[src/rtl/div_radix2.sv]
// Iterative radix-2 restoring divider for DIV/DIVU: one quotient bit per cycle,
// result {remainder, quotient} registered with a one-cycle ready pulse.
module div_radix2 #(
    parameter int unsigned WIDTH = 32
) (
    input  logic               clk,
    input  logic               rst,
    input  logic               flush,
    input  logic               annul_i,
    input  logic [WIDTH-1:0]   opdata1_i,
    input  logic [WIDTH-1:0]   opdata2_i,
    input  logic               start_i,
    input  logic               signed_div_i,
    output logic               ready_o,
    output logic [2*WIDTH-1:0] result_o
);

    typedef enum logic [1:0] {StIdle, StBusy, StDone} state_e;

    localparam logic [5:0] LastIter = 6'(WIDTH - 1);

    state_e               state_q, state_d;
    logic [5:0]           cnt_q, cnt_d;
    logic [2*WIDTH:0]     work_q, work_d;
    logic [WIDTH-1:0]     divisor_q, divisor_d;
    logic                 neg_q_q, neg_q_d;
    logic                 neg_r_q, neg_r_d;
    logic                 div0_q, div0_d;
    logic                 ready_q, ready_d;
    logic [2*WIDTH-1:0]   result_q, result_d;

    logic                 abort;
    logic [WIDTH-1:0]     abs1, abs2;
    logic [2*WIDTH:0]     shifted;
    logic [WIDTH:0]       trial;
    logic [WIDTH-1:0]     quo, rem;

    always_comb begin
        abort   = flush | annul_i;
        abs1    = (signed_div_i && opdata1_i[WIDTH-1]) ? -opdata1_i : opdata1_i;
        abs2    = (signed_div_i && opdata2_i[WIDTH-1]) ? -opdata2_i : opdata2_i;
        shifted = work_q << 1;
        trial   = shifted[2*WIDTH:WIDTH] - {1'b0, divisor_q};
        quo     = work_q[WIDTH-1:0];
        rem     = work_q[2*WIDTH-1:WIDTH];

        state_d   = state_q;
        cnt_d     = cnt_q;
        work_d    = work_q;
        divisor_d = divisor_q;
        neg_q_d   = neg_q_q;
        neg_r_d   = neg_r_q;
        div0_d    = div0_q;
        ready_d   = 1'b0;
        result_d  = result_q;

        unique case (state_q)
            StIdle: begin
                if (start_i && !abort) begin
                    divisor_d = abs2;
                    neg_q_d   = signed_div_i & (opdata1_i[WIDTH-1] ^ opdata2_i[WIDTH-1]);
                    neg_r_d   = signed_div_i & opdata1_i[WIDTH-1];
                    cnt_d     = '0;
                    if (opdata2_i == '0) begin
                        // Raw dividend kept so it can be returned unmodified as the remainder.
                        div0_d  = 1'b1;
                        work_d  = {{(WIDTH+1){1'b0}}, opdata1_i};
                        state_d = StDone;
                    end else begin
                        div0_d  = 1'b0;
                        work_d  = {{(WIDTH+1){1'b0}}, abs1};
                        state_d = StBusy;
                    end
                end
            end
            StBusy: begin
                if (!trial[WIDTH]) begin
                    work_d    = {trial, shifted[WIDTH-1:0]};
                    work_d[0] = 1'b1;
                end else begin
                    work_d = shifted;
                end
                cnt_d = cnt_q + 6'd1;
                if (cnt_q == LastIter) begin
                    state_d = StDone;
                end
            end
            StDone: begin
                ready_d = 1'b1;
                state_d = StIdle;
                if (div0_q) begin
                    result_d = {quo, {WIDTH{1'b1}}};
                end else begin
                    result_d = {(neg_r_q ? -rem : rem), (neg_q_q ? -quo : quo)};
                end
            end
            default: state_d = StIdle;
        endcase

        // Abort wins over everything, including the DONE write-back.
        if (abort) begin
            state_d  = StIdle;
            ready_d  = 1'b0;
            result_d = result_q;
        end
    end

    always_ff @(posedge clk or negedge rst) begin
        if (!rst) begin
            state_q   <= StIdle;
            cnt_q     <= '0;
            work_q    <= '0;
            divisor_q <= '0;
            neg_q_q   <= 1'b0;
            neg_r_q   <= 1'b0;
            div0_q    <= 1'b0;
            ready_q   <= 1'b0;
            result_q  <= '0;
        end else begin
            state_q   <= state_d;
            cnt_q     <= cnt_d;
            work_q    <= work_d;
            divisor_q <= divisor_d;
            neg_q_q   <= neg_q_d;
            neg_r_q   <= neg_r_d;
            div0_q    <= div0_d;
            ready_q   <= ready_d;
            result_q  <= result_d;
        end
    end

    assign ready_o  = ready_q;
    assign result_o = result_q;

endmodule

[config.mk]
export PLATFORM = sky130hd
export DESIGN_NAME = div_radix2
export DESIGN_NICKNAME = d
export VERILOG_FILES = /design/src/rtl/div_radix2.sv
export SDC_FILE = /design/constraint.sdc
export NUM_CORES = 1
export LEC_CHECK = 0
export CORE_MARGIN = 2
export CORE_UTILIZATION = 47
export CTS_CLUSTER_DIAMETER = 50
export DETAILED_ROUTE_END_ITERATION = 6
export PLACE_DENSITY = 0.67
export SLEW_MARGIN = 20
export SYNTH_ARGS = -nofsm -noshare
export SYNTH_HDL_FRONTEND = slang
export SYNTH_SLANG_ARGS = --single-unit
[constraint.sdc]
create_clock -name clk -period 3.76 [get_ports clk]
set_input_delay 0.752 -clock clk [delete_from_list [all_inputs] [get_ports clk]]
set_output_delay 0.752 -clock clk [all_outputs]
set_load 0.02 [all_outputs]
==> impl_metrics.toml, run 1 <==
[power]
p_leak_nw = 6.00
pwr_density_cell_nw_per_um2 = 675
p_seq_share_pct = 29.4
netSwitchingFraction_pct = 41.5
combPwrFrac_pct = 50.5
clkPwrFrac_pct = 20.1
p_int_mw = 5.41
ir_worst_vdd_mv = 0.286
power_switching_mw = 3.84

[worst_setup_path]
crit_chain = "inv_1, ha_1, fa_1, nor2b_1, o2111ai_1, nand3_1, a31oi_1, o21ai_1, buf_4, a211o_1, o311ai_4, buf_12, buf_4, mux2i_1, o21ai_1"
crit_slowest_cell = "dfrtp_1"
crit_path_max_incr_delay_ns = 0.41
r2r_start = "work_q[31]"
ff2ff_setup_slack_ns = 0.37
startpoint_type = "register"
cp.required_ns = 4.06
cp_data_arrival_time_ns = 3.70
path_class = "register to register"
critPathBufInv = 4
worstSetupEndpointType = "register"
path_max_fanout = 21
startpoint = "work_q[31]"
crit_family = "compound AO/OA/AOI/OAI gates"

[route]
postRouteAntennaNets = 0
dr.pass1.iters = 5
vias_per_cell = 5.55
num_vias = 9834
drc = 0
wl_per_cell_um = 16.1
wl_mm = 28.5
drtIter0Drc = 677

[sta]
worst_slew_pin_slew_ns = 0.990
clock_skew_ns = 0.0119
worst_slack_ns = 0.368
hold_violations = 0
hold_slack_ns = 0.325
drv_slew = 0
fin_tns_setup_ns = 0
fin_crit_ns = 3.39
relSlewSlack_pct = 34.0
fmax_ghz = 0.295
finalCritPeriodShare_pct = 90.2
final-setup-viol-count = 0
rsz0062_at_grt = "no"

[logic_synthesis]
synth_top_cell_by_area = "dfrtp_1"
yosysWarnings = 0
ys_ff_latch = 172
synthArstFlopShare_pct = 100
ys_types = 67
synth_area_um2 = 11300
synth_ff_type = "dfrtp_1"
synth_nets = 1439
avgSynthCellArea_um2 = 8.49
syn-instance-count = 1331
synth_seq_area_share_pct = 38.1
synthTopCellsByArea = "dfrtp_1, xor2_1, o21ai_0"
synth_top_area_share_pct = 38.1
synth_edf_count = 0

[clocking]
root_buffer = "clkbuf_16"
clkLatencyLatePin_ns = 0.43
htreeDepth = 4
cts_sinks = 172
cts_tree = "done"
clock_path_buffers = 2
cts_hold_buf = 0
cts_made_buffers = 17
cts_resized = 0
post_cts_buffers = 0
clk_pin_slew_ns = 0.07

[floorplanning]
std_cell_rows = 56
coreArea_um2 = 23500
fp.dieH_um = 159
die_w_um = 159
dieArea_um2 = 25300
start_util_pct = 48.0
io_pins = 135

[placement]
placed_cell_area_um2 = 13100
gp_congestion = 0.848
portBuffers = 134
dpl_worst_slack_ns = 0.000518
dp_hpwl_mm = 21.1

[global_routing]
grt_overflow_total = 0
groute.usage.overall_pct = 22.7
grt_pass1_vias = 9325
grt_pass1_wl_mm = 47.8
grt_max_degree = 72
antenna_found_initial = 0

[outcome]
outcome = "complete, no violations"

[cells_and_area]
syn2layout_area_growth_pct = 21.4
final_layout_size_suffix_gt1_share_pct = 6.82
final_common_cell = "dfrtp_1"
layout.nets = 1547
fin_area_um2 = 13700
fill_cells = 2175
mostFrequentLayoutCells = "dfrtp_1, nand2_1, o21ai_0, clkdlybuf4s50_1, a21oi_1"
diodes = 0

[run]
max_cap_violations = 0

[hold_path]
hold_class = "input port to asynchronous set/reset pin"
stage by stage:
step                cells  utilization, %  power, mW
global placement     1738            55.5       7.28
CTS                  1771            58.2       9.25
floorplan            1331               -       6.07
global route         1771            58.2       9.97
finish               1771            58.2       9.25
detailed placement   1739            55.6       7.36
kinds of logic (layout without fill, tap and decap cells):
logic type / after synthesis / count (layout) / share of synthesized area (%)
buf+inv: 131 / 252 / 4.53
xor+xnor: 147 / 147 / 11.4
mux: 35 / 35 / 3.12
compound gates: 419 / 419 / 22.4
fa+ha+maj: 38 / 38 / 4.28
simple gates: 389 / 389 / 16.2
flops: 172 / 172 / 38.1
registers in the layout, summed over array words and instances, names as in the netlist:
signal,cells
work_q,64
ready_o,1
neg_r_q,1
state_q,2
divisor_q,32
cnt_q,6
div0_q,1
neg_q_q,1
result_o,64
routing by layer:
layer,part of all wire [%],wire length (um),GRT usage [%],up-vias
li1,-,-,-,4935
met1,49,14100,32.8,4637
met2,45,12800,36.0,244
met3,4.6,1300,3.46,18
met4,0.97,276,5.25,0
met5,0,0,0,-
area by class of cell:
cell class                 count  area [um2]  area share (%)
multi-input combinational   1028        6510            47.5
sequential                   172        4310            31.4
timing repair buffer         172        1700            12.4
clock buffer                  18         439            3.20
tap                          319         399            2.91
inverter                      48         180            1.31
clock inverter                14         175            1.28
final timing paths:
| check | cells past startpoint | to |
|---|---|---|
| worst max-delay path | 15 | work_q[38] |
| worst min-delay path | 1 | result_o[43] |
| worst max register to register | 15 | work_q[38] |
| worst min register to register | 2 | result_o[2] |
| max in group asynchronous | 2 | divisor_q[31] |
| min in group clk | 2 | result_o[2] |
power groups by stage:
stage / combinational (mW) / clock (mW) / sequential (mW)
after global routing: 5.23 / 1.97 / 2.78
after global placement: 4.56 / 0 / 2.72
after floorplan: 3.57 / 0 / 2.50
after detailed placement: 4.63 / 0 / 2.73
after CTS: 4.67 / 1.88 / 2.70
final: 4.68 / 1.86 / 2.72
cell usage after synthesis, drive strengths merged (10+ instances only):
cell type  number
a22oi          32
nand2         149
xor2           95
clkbuf         68
nand4          10
a31oi          11
nand2b         12
a21o           17
a21oi         100
inv            48
nor3           14
o21ai         173
o41ai          19
nor2           96
xnor2          52
nand3          32
dfrtp         172
o31ai          26
buf            15
ha             37
or4            16
mux2i          33
or3            20
worst reg2reg max path, stage by stage, from the launching register on:
cell and delay [ns]:
dfrtp_1 0.41, inv_1 0.19, ha_1 0.23, fa_1 0.22, nor2b_1 0.07, o2111ai_1 0.27
nand3_1 0.15, a31oi_1 0.31, o21ai_1 0.16, buf_4 0.18, a211o_1 0.30, o311ai_4 0.11
buf_12 0.22, buf_4 0.17, mux2i_1 0.22, o21ai_1 0.08
No activity file was read; power rests on OpenSTA's default activity.
==> inputs of run 2 (changes only) <==
--- a/config.mk
+++ b/config.mk
@@ -14,3 +14,4 @@
 export SYNTH_ARGS = -nofsm -noshare
 export SYNTH_HDL_FRONTEND = slang
 export SYNTH_SLANG_ARGS = --single-unit
+export TNS_END_PERCENT = 5
==> results of run 2 <==
Same layout as run 1: the final DEF is identical, and so are final timing and power.
==> inputs of run 3 (changes only) <==
--- a/config.mk
+++ b/config.mk
@@ -6,10 +6,11 @@
 export NUM_CORES = 1
 export LEC_CHECK = 0
 export CORE_MARGIN = 2
-export CORE_UTILIZATION = 47
+export CORE_UTILIZATION = 57
 export CTS_CLUSTER_DIAMETER = 50
 export DETAILED_ROUTE_END_ITERATION = 6
-export PLACE_DENSITY = 0.67
+export HOLD_SLACK_MARGIN = 0.06
+export PLACE_DENSITY = 0.79
 export SLEW_MARGIN = 20
 export SYNTH_ARGS = -nofsm -noshare
 export SYNTH_HDL_FRONTEND = slang
==> run 3 against run 2 <==
  * Final area down 1.3%
  * Register-to-register slack worse by 0.02 ns
  * Total power decreased by 2.2%
  * Sequential share of layout area up 0.40 points
  * Critical path type unchanged
  * Largest cell class unchanged
==> impl_metrics.toml, run 3 (synthesis gave the netlist of run 1 again) <==
[cells_and_area]
mostFrequentLayoutCells = "dfrtp_1, nand2_1, o21ai_0, clkdlybuf4s50_1, a21oi_1"
final_layout_size_suffix_gt1_share_pct = 6.69
fin_area_um2 = 13500
multi_input_area_um2 = 6510
fill_cells = 1609
layout.nets = 1546
regArea_um2 = 4310
final_common_cell = "dfrtp_1"
fin_cells = 1716
diodes = 0
syn2layout_area_growth_pct = 19.8

[placement]
gp_congestion = 0.918
dp_cells = 1684
placed_cell_area_um2 = 13000
portBuffers = 134
dp_hpwl_mm = 20.9

[floorplanning]
fp.dieH_um = 145
die_w_um = 145
coreArea_um2 = 19500
start_util_pct = 58.0
std_cell_rows = 51
io_pins = 135
dieArea_um2 = 21000

[sta]
relSlewSlack_pct = 27.9
rsz0062_at_grt = "no"
worst_slew_pin_slew_ns = 1.08
drv_slew = 0
hold_violations = 0
final-setup-viol-count = 0
fmax_ghz = 0.293
clock_skew_ns = 0.0123
fin_tns_setup_ns = 0
fin_crit_ns = 3.42
finalCritPeriodShare_pct = 90.9

[global_routing]
grt_max_degree = 91
grtUsageMet1_pct = 37.6
busiest_layer = "met2"
met2_usage_pct = 45.0
grt_overflow_total = 0
antenna_found_initial = 0
grt_pass1_vias = 9446
grtUsageMet3_pct = 4.41
groute.usage.overall_pct = 27.5
grt_pass1_wl_mm = 46.1

[worst_setup_path]
path_class = "register to register"
worstSetupEndpointType = "register"
path_max_fanout = 22
cp.required_ns = 4.05
critPathBufInv = 3
crit_chain = "inv_1, ha_1, fa_1, nor2b_1, o2111ai_1, nand3_1, a31oi_1, o21ai_1, a21oi_1, o311ai_4, buf_12, buf_12, mux2i_1, o21ai_1"
startpoint_type = "register"
crit_family = "compound AO/OA/AOI/OAI gates"
cp_data_arrival_time_ns = 3.70
crit_path_max_incr_delay_ns = 0.44
crit_slowest_cell = "dfrtp_1"

[route]
dr.pass1.iters = 5
wl_per_cell_um = 16.2
vias_per_cell = 5.89
num_vias = 10106
postRouteAntennaNets = 0
drtIter0Drc = 778
wl_mm = 27.9
drc = 0

[power]
netSwitchingFraction_pct = 42.1
ir_worst_vdd_mv = 0.435
power_switching_mw = 3.81
pwr_density_cell_nw_per_um2 = 668
combPwrFrac_pct = 51.6
p_leak_nw = 5.95
clkPwrFrac_pct = 18.3
p_int_mw = 5.24
p_seq_share_pct = 30.1

[clocking]
root_buffer = "clkbuf_16"
cts_hold_buf = 0
post_cts_buffers = 0
clkLatencyLatePin_ns = 0.43
cts_made_buffers = 17
cts_resized = 0
clk_pin_slew_ns = 0.07
clock_path_buffers = 2
cts_tree = "done"
htreeDepth = 4
cts_sinks = 172

[outcome]
outcome = "complete, no violations"

[hold_path]
hold_class = "input port to asynchronous set/reset pin"

[run]
max_cap_violations = 0
==> run 3: changes by cell type in the layout (fill, tap and decap cells not counted) <==
cell	delta
buf_12	-1
buf_16	-1
buf_4	+1
bufinv_16	-2
clkinv_2	+2
clkinv_4	+3
inv_6	+2
inv_8	-5
nor2_1	+1
nor2_2	-1
==> run 3: worst reg2reg max path: cells and delay by family (launching register included) <==
kind | cells | cell delay, ns
multiplexers | 1 | 0.22
adder cells (fa/ha/maj) | 2 | 0.64
buffers and inverters | 3 | 0.47
AO/OA/AOI/OAI | 6 | 1.19
AND/OR/NAND/NOR | 2 | 0.30
flip-flops | 1 | 0.44
==> run 3: final timing paths <==
path | from | endpoint | slack (ns) | cells after the start
max in group asynchronous | rst | divisor_q[15] | 2.45 | 2
max | work_q[31] | work_q[43] | 0.34 | 14
max reg2reg | work_q[31] | work_q[43] | 0.34 | 14
min | rst | result_o[6] | 0.39 | 1
min in group clk | divisor_q[2] | divisor_q[2] | 0.48 | 2
min reg2reg | divisor_q[2] | divisor_q[2] | 0.48 | 2
==> run 3: cell type report <==
cell class,count,share of cell area [%]
Clock buffer,18,3.24
Clock inverter,14,0.832
Inverter,48,1.33
Multi-Input combinational cell,1028,48.1
Sequential cell,172,31.8
Tap cell,265,2.45
Timing Repair Buffer,171,12.2
==> run 3: routing by layer <==
layer / share of wire (%) / vias to the layer above
met1: 45 / 4748
met3: 6.0 / 50
li1: - / 4933
met5: 0 / -
met4: 2.2 / 0
met2: 46 / 375
==> run 3: per-stage QoR <==
stage	hold slack (ns)	utilization [%]	worst slack, ns	power, mW
after detailed placement	0.470	66.7	0.0619	7.35
after floorplan	0.450	-	0.670	6.07
final	0.391	69.6	0.343	9.05
after CTS	0.422	69.6	0.342	9.03
after global routing	0.442	69.6	0.135	9.72
after global placement	0.460	66.7	0.118	7.21
==> run 3: power by group through the flow <==
stage	sequential, mW	combinational, mW	clock, mW
detailed placement	2.74	4.61	0
global placement	2.72	4.50	0
finish	2.72	4.67	1.65
floorplan	2.50	3.57	0
global route	2.77	5.19	1.76
CTS	2.70	4.65	1.67
